===== src/rtl/step_ramp_ctrl.sv =====
// step_ramp_ctrl: trapezoidal step-pulse sequencer for one stepper axis.
// A move command launches a train of one-cycle step pulses. The gap between
// pulses is set by a period counter (counts 0..P-1, fires on terminal count);
// P is reloaded after each step so the axis ramps up, cruises and ramps down
// symmetrically. An abort turns the move into a controlled decelerating stop.
//
// Ports:
//   clk_in          system clock
//   rst_in          synchronous active-high reset
//   start_in        move request, sampled only when idle
//   steps_in        number of steps to emit
//   dir_in          direction, latched at start
//   period_start_in start/stop period P0 (cycles, 0 treated as 1)
//   period_min_in   cruise period Pmin (cycles, 0 treated as 1, clamped to P0)
//   accel_in        period change per step during ramps
//   abort_in        request a controlled decelerating stop
//   step_out        step pulse, one cycle per step
//   dir_out         latched direction, held until the next start
//   busy_out        move in progress
//   done_out        one-cycle pulse at the end of a move
//   period_out      period currently loaded, held after done
module step_ramp_ctrl #(
  parameter int SIZE    = 16,
  parameter int STEPS_W = 24
) (
  input  logic               clk_in,
  input  logic               rst_in,
  input  logic               start_in,
  input  logic [STEPS_W-1:0] steps_in,
  input  logic               dir_in,
  input  logic [SIZE-1:0]    period_start_in,
  input  logic [SIZE-1:0]    period_min_in,
  input  logic [SIZE-1:0]    accel_in,
  input  logic               abort_in,
  output logic               step_out,
  output logic               dir_out,
  output logic               busy_out,
  output logic               done_out,
  output logic [SIZE-1:0]    period_out
);

  localparam logic [SIZE-1:0]    P_ZERO = {SIZE{1'b0}};
  localparam logic [SIZE-1:0]    P_ONE  = {{(SIZE-1){1'b0}}, 1'b1};
  localparam logic [STEPS_W-1:0] S_ZERO = {STEPS_W{1'b0}};
  localparam logic [STEPS_W-1:0] S_ONE  = {{(STEPS_W-1){1'b0}}, 1'b1};

  typedef enum logic [1:0] {
    ST_IDLE   = 2'd0,
    ST_ACCEL  = 2'd1,
    ST_CRUISE = 2'd2,
    ST_DECEL  = 2'd3
  } state_t;

  state_t             state_r;
  logic [SIZE-1:0]    cnt_r;
  logic [SIZE-1:0]    period_r;
  logic [SIZE-1:0]    p0_r;
  logic [SIZE-1:0]    pmin_r;
  logic [SIZE-1:0]    accel_r;
  logic [STEPS_W-1:0] steps_left_r;
  logic [STEPS_W-1:0] ramp_cnt_r;
  logic               abort_r;
  logic               fin_r;       // last step emitted, done pulse due next edge
  logic               step_r;
  logic               done_r;
  logic               busy_r;
  logic               dir_r;

  logic [SIZE-1:0]    p0_eff_s;
  logic [SIZE-1:0]    pmin_raw_s;
  logic [SIZE-1:0]    pmin_eff_s;
  logic [SIZE-1:0]    period_up_s;
  logic [SIZE-1:0]    period_dn_s;
  logic [STEPS_W-1:0] rem_s;
  logic [STEPS_W-1:0] ramp_step_s;
  logic [STEPS_W-1:0] sl_step_s;
  logic [STEPS_W-1:0] sl_clamp_s;
  logic               term_s;
  logic               decel_s;

  // Normalise the start-time period inputs: zero means one, Pmin never above P0
  always_comb begin
    p0_eff_s   = (period_start_in == P_ZERO) ? P_ONE : period_start_in;
    pmin_raw_s = (period_min_in == P_ZERO) ? P_ONE : period_min_in;
    pmin_eff_s = (pmin_raw_s > p0_eff_s) ? p0_eff_s : pmin_raw_s;
  end

  // Terminal count detection and per-step ramp arithmetic
  always_comb begin
    term_s  = busy_r && !fin_r && (cnt_r == (period_r - P_ONE));
    rem_s   = steps_left_r - S_ONE;
    decel_s = (rem_s <= ramp_cnt_r) || abort_r;
    // Saturating ramps: compare the headroom first so the result never wraps.
    period_up_s = ((p0_r - period_r) > accel_r) ? (period_r + accel_r) : p0_r;
    period_dn_s = ((period_r - pmin_r) > accel_r) ? (period_r - accel_r) : pmin_r;
    ramp_step_s = ramp_cnt_r;
    if (term_s && (rem_s != S_ZERO)) begin
      if (decel_s) begin
        ramp_step_s = (ramp_cnt_r == S_ZERO) ? S_ZERO : (ramp_cnt_r - S_ONE);
      end else if (state_r == ST_ACCEL) begin
        ramp_step_s = ramp_cnt_r + S_ONE;
      end else begin
        ramp_step_s = ramp_cnt_r;
      end
    end else begin
      ramp_step_s = ramp_cnt_r;
    end
    // An abort clamps the post-step count so that exactly ramp_cnt
    // decelerating steps follow the pending one.
    sl_step_s  = term_s ? rem_s : steps_left_r;
    sl_clamp_s = (sl_step_s > ramp_step_s) ? (ramp_step_s + S_ONE) : sl_step_s;
  end

  // Sequencer FSM: start handshake, period counter, ramp profile and outputs
  always_ff @(posedge clk_in) begin
    if (rst_in) begin
      state_r      <= ST_IDLE;
      cnt_r        <= P_ZERO;
      period_r     <= P_ZERO;
      p0_r         <= P_ZERO;
      pmin_r       <= P_ZERO;
      accel_r      <= P_ZERO;
      steps_left_r <= S_ZERO;
      ramp_cnt_r   <= S_ZERO;
      abort_r      <= 1'b0;
      fin_r        <= 1'b0;
      step_r       <= 1'b0;
      done_r       <= 1'b0;
      busy_r       <= 1'b0;
      dir_r        <= 1'b0;
    end else begin
      step_r <= 1'b0;
      done_r <= 1'b0;
      case (state_r)
        ST_IDLE: begin
          if (start_in && (steps_in == S_ZERO)) begin
            done_r <= 1'b1;
          end else if (start_in) begin
            dir_r        <= dir_in;
            steps_left_r <= steps_in;
            p0_r         <= p0_eff_s;
            pmin_r       <= pmin_eff_s;
            accel_r      <= accel_in;
            period_r     <= p0_eff_s;
            cnt_r        <= P_ZERO;
            ramp_cnt_r   <= S_ZERO;
            abort_r      <= 1'b0;
            fin_r        <= 1'b0;
            busy_r       <= 1'b1;
            if ((pmin_eff_s == p0_eff_s) || (accel_in == P_ZERO)) begin
              state_r <= ST_CRUISE;
            end else begin
              state_r <= ST_ACCEL;
            end
          end
        end
        ST_ACCEL, ST_CRUISE, ST_DECEL: begin
          if (fin_r) begin
            state_r <= ST_IDLE;
            busy_r  <= 1'b0;
            done_r  <= 1'b1;
            fin_r   <= 1'b0;
            abort_r <= 1'b0;
            cnt_r   <= P_ZERO;
          end else begin
            cnt_r        <= term_s ? P_ZERO : (cnt_r + P_ONE);
            steps_left_r <= abort_in ? sl_clamp_s : sl_step_s;
            ramp_cnt_r   <= ramp_step_s;
            if (abort_in) begin
              abort_r <= 1'b1;
            end
            if (term_s) begin
              step_r <= 1'b1;
              if (rem_s == S_ZERO) begin
                fin_r <= 1'b1;
              end else if (decel_s) begin
                state_r  <= ST_DECEL;
                period_r <= period_up_s;
              end else if (state_r == ST_ACCEL) begin
                period_r <= period_dn_s;
                if (period_dn_s == pmin_r) begin
                  state_r <= ST_CRUISE;
                end
              end
            end
          end
        end
        default: begin
          state_r <= ST_IDLE;
          busy_r  <= 1'b0;
        end
      endcase
    end
  end

  assign step_out   = step_r;
  assign dir_out    = dir_r;
  assign busy_out   = busy_r;
  assign done_out   = done_r;
  assign period_out = period_r;

endmodule


===== config.mk =====
export PLATFORM = sky130hd
export DESIGN_NAME = step_ramp_ctrl
export DESIGN_NICKNAME = d
export VERILOG_FILES = /design/src/rtl/step_ramp_ctrl.sv
export SDC_FILE = /design/constraint.sdc
export NUM_CORES = 1
export LEC_CHECK = 0
export BUFFER_PORTS_ARGS = -buffer_cell sky130_fd_sc_hd__buf_2
export CORE_ASPECT_RATIO = 1.5
export CORE_UTILIZATION = 61
export DETAILED_ROUTE_END_ITERATION = 10
export PLACE_DENSITY = 0.8
export SKIP_LAST_GASP = 1
export SLEW_MARGIN = 20
export SYNTH_ARGS = -nofsm -noshare
export SYNTH_HDL_FRONTEND = slang
export SYNTH_SLANG_ARGS = --single-unit

===== constraint.sdc =====
create_clock -name clk_in -period 10.6 [get_ports clk_in]
set_clock_uncertainty 0.2 [all_clocks]
set_input_delay 0.53 -clock clk_in [delete_from_list [all_inputs] [get_ports clk_in]]
set_output_delay 0.53 -clock clk_in [all_outputs]
set_load 0.01 [all_outputs]

==> flow_metrics.env <==
export IMPL_synth_seq_area_share_pct=18.0
export IMPL_synth_seq_cells=136
export IMPL_ctsHoldBuffers=0
export IMPL_syn_cell_area_mm2=0.0151
export IMPL_synth_async_sr_flop_share_pct=0
export IMPL_outcome="finished clean"
export IMPL_initialDrtViolationCount=1320
export IMPL_remaining_drc_errors=0
export IMPL_cp_required_ns=10.73
export IMPL_dp_cells=2398
export IMPL_max_slew_margin_pct=31.8
export IMPL_wl_mm=55.6
export IMPL_grt_busiest_layer="met2"
export IMPL_gr_usage_met1_pct=44.1
export IMPL_die_h_um=195
export IMPL_min_path_type="input pin to flip-flop"
export IMPL_worst_ep_arrival_time_ns=9.03
export IMPL_fin_crit_sh_pct=84.0
export IMPL_syn_area_per_cell_um2=7.24
export IMPL_gp_congestion=1.04
export IMPL_setup_tns_ns=0
export IMPL_cts_sinks=136
export IMPL_synth_ff_type="dfxtp_1"
export IMPL_clk_latency_ns=0.46
export IMPL_critPathSlowestCell="and2_1"
export IMPL_drtAntennaViolNets=0
export IMPL_grt_antenna_before_repair=3
export IMPL_synth_common_cells="nand2_1 (208), a21oi_1 (189), nor2_1 (185), ha_1 (162), inv_1 (146)"
export IMPL_tritoncts="yes"
export IMPL_use_met3_pct=14.6
export IMPL_clkTransAtPathRegs_ns=0.06
export IMPL_ioPinCount=97
export IMPL_nFillCells=2277
export IMPL_routed_via_density=6.65
export IMPL_grt_pass1_wl_mm=86.6
export IMPL_initial_core_util_pct=62.1
export IMPL_portBuffers=96
export IMPL_crit_path_end_kind="flip-flop"
export IMPL_placementRows=70
export IMPL_fin_cells=2434
export IMPL_netlist_area_leader_share_pct=18.0
export IMPL_first_pass_iters=8
export IMPL_synth_cell_types=94
export IMPL_worstPathMaxFanout=56
export IMPL_clk_path_buf_depth=2
export IMPL_die_area_mm2=0.0254
export IMPL_hold_violations=0
export IMPL_dp_hpwl_mm=42.1
export IMPL_peakVddDrop_mv=0.192
export IMPL_worst_setup_path_start_kind="flip-flop"
export IMPL_wl_per_cell_um=22.9
export IMPL_rsz0062_at_grt="false"
export IMPL_drv_cap=0
export IMPL_max_freq_mhz=112
export IMPL_critPathMaxStageDelay_ns=0.79
export IMPL_via_count=16200
export IMPL_grt_pass1_vias=15900
export IMPL_synth_largest_area_cell="dfxtp_1"
export IMPL_met2_usage_pct=74.8
export IMPL_numCtsBuffers=17
export IMPL_p_leak_nw=6.67
export IMPL_ys_warn_count=0
export IMPL_synthCells=2090
export IMPL_root_buffer="clkbuf_16"
export IMPL_tightestPinTransition_ns=1.01
export IMPL_criticalPathCategory="flip-flop to flip-flop"
export IMPL_die_x_um=131
export IMPL_power_density_mw_per_mm2=352
export IMPL_area_growth_pct=7.84
export IMPL_grt_overflow=0
export IMPL_drive_gt1_share_pct=9.78
export IMPL_synth_most_common_cell="nand2_1"
export IMPL_fin_nets=2339
export IMPL_ctsHtreeMaxLevel=4
export IMPL_cts_resized=0
export IMPL_maxSlewViolCount=0
export IMPL_fin_crit_ns=8.90
export IMPL_synthesis_nets=2333
export IMPL_setup_viol=0
export IMPL_synth_edf_count=0
export IMPL_grt_max_degree=82
export IMPL_core_area_mm2=0.0243
export IMPL_post_cts_buffers=0
export IMPL_gr_usage_all_layers_pct=45.4
export IMPL_ys_top_cells_by_area="dfxtp_1 (18%), ha_1 (13%), xnor2_1 (7.0%)"
-- sequential cells by signal, indices dropped and copies added, names as in the netlist, 2 cells and up --
register	flops
accel_r	16
period_out	16
steps_left_r	24
state_r	2
ramp_cnt_r	24
pmin_r	16
cnt_r	16
p0_r	16
-- layout by cell type (no fill, tap or decap), types with 6 or more instances in the layout --
| cell type | n |
|---|---|
| ha_1 | 162 |
| dfxtp_1 | 136 |
| nand2b_1 | 16 |
| nand2_1 | 208 |
| nor2b_1 | 23 |
| o31ai_1 | 16 |
| mux2i_1 | 36 |
| nor2_1 | 184 |
| a2111oi_0 | 8 |
| nor3_1 | 62 |
| a221oi_1 | 14 |
| a211oi_1 | 35 |
| o21ai_0 | 110 |
| nor4_1 | 35 |
| or3_1 | 27 |
| xor2_1 | 57 |
| clkbuf_16 | 17 |
| and3_1 | 21 |
| or4_1 | 20 |
| buf_2 | 95 |
| a21boi_0 | 8 |
| o21bai_1 | 16 |
| o211ai_1 | 13 |
| a21o_1 | 28 |
| nand4_1 | 38 |
| xnor2_1 | 121 |
| and2_1 | 11 |
| nand3_1 | 47 |
| a21oi_1 | 187 |
| or2_2 | 11 |
| inv_1 | 146 |
| a211o_1 | 6 |
| mux2_2 | 11 |
| o21a_1 | 12 |
| buf_4 | 21 |
| a31oi_1 | 21 |
-- power breakdown --
| group | switching [W] | internal [W] |
|---|---|---|
| clock | 0.000244 | 0.000377 |
| combinational | 0.00258 | 0.00168 |
| sequential | 0.000233 | 0.000618 |
| total | 0.00306 | 0.00267 |
-- stage by stage --
stage	hold slack, ns	total power [W]	util [%]	worst slack, ns	instance area, µm²
final	0.110	0.00574	67.0	1.70	16300
after CTS	0.117	0.00556	66.7	2.06	16300
after floorplan	0.248	0.00383	-	2.92	15100
after detailed placement	0.254	0.00492	64.3	2.10	15700
after global placement	0.241	0.00483	64.3	2.32	15700
after global routing	0.120	0.00613	67.0	1.16	16300
-- per-layer routing --
metal  routed length (µm)  vias up
met5                    0        -
met4                 5950        0
met3                 4490      373
met2                26600      893
met1                18600     7459
li1                     -     7468
-- kinds of logic after synthesis --
| logic type | synth area share (%) |
|---|---|
| AND/OR/NAND/NOR | 24.2 |
| AO/OA/AOI/OAI | 23.1 |
| buffers and inverters | 7.14 |
| XOR/XNOR | 10.3 |
| adder cells (fa/ha/maj) | 14.0 |
| flip-flops | 18.0 |
| multiplexers | 3.28 |
-- cell type report --
| cell class | count | area (µm²) | share of cell area, % |
|---|---|---|---|
| multi-input combinational | 1677 | 11400 | 69.9 |
| sequential | 136 | 2720 | 16.7 |
| timing repair buffer | 118 | 648 | 3.97 |
| inverter | 146 | 548 | 3.36 |
| clock buffer | 21 | 460 | 2.82 |
| tap | 324 | 405 | 2.49 |
| clock inverter | 9 | 125 | 0.767 |
| antenna | 3 | 7.51 | 0.0460 |
-- critical path: cells and delay by family, from the launching register on --
kind	cells	cell delay, ns
simple gates	10	3.94
compound gates	10	2.16
fa+ha+maj	4	1.10
buf+inv	4	0.78
flops	1	0.41
mux	1	0.16
-- path summary, 6_finish.rpt --
path	startpoint	endpoint	depth (start not counted)	slack [ns]
max	steps_left_r[0]	steps_left_r[12]	29	1.70
min	dir_in	dir_out	3	0.11
max reg2reg	steps_left_r[0]	steps_left_r[12]	29	1.70
min reg2reg	dir_out	dir_out	2	0.26
No activity file was read; power rests on OpenSTA's default activity.
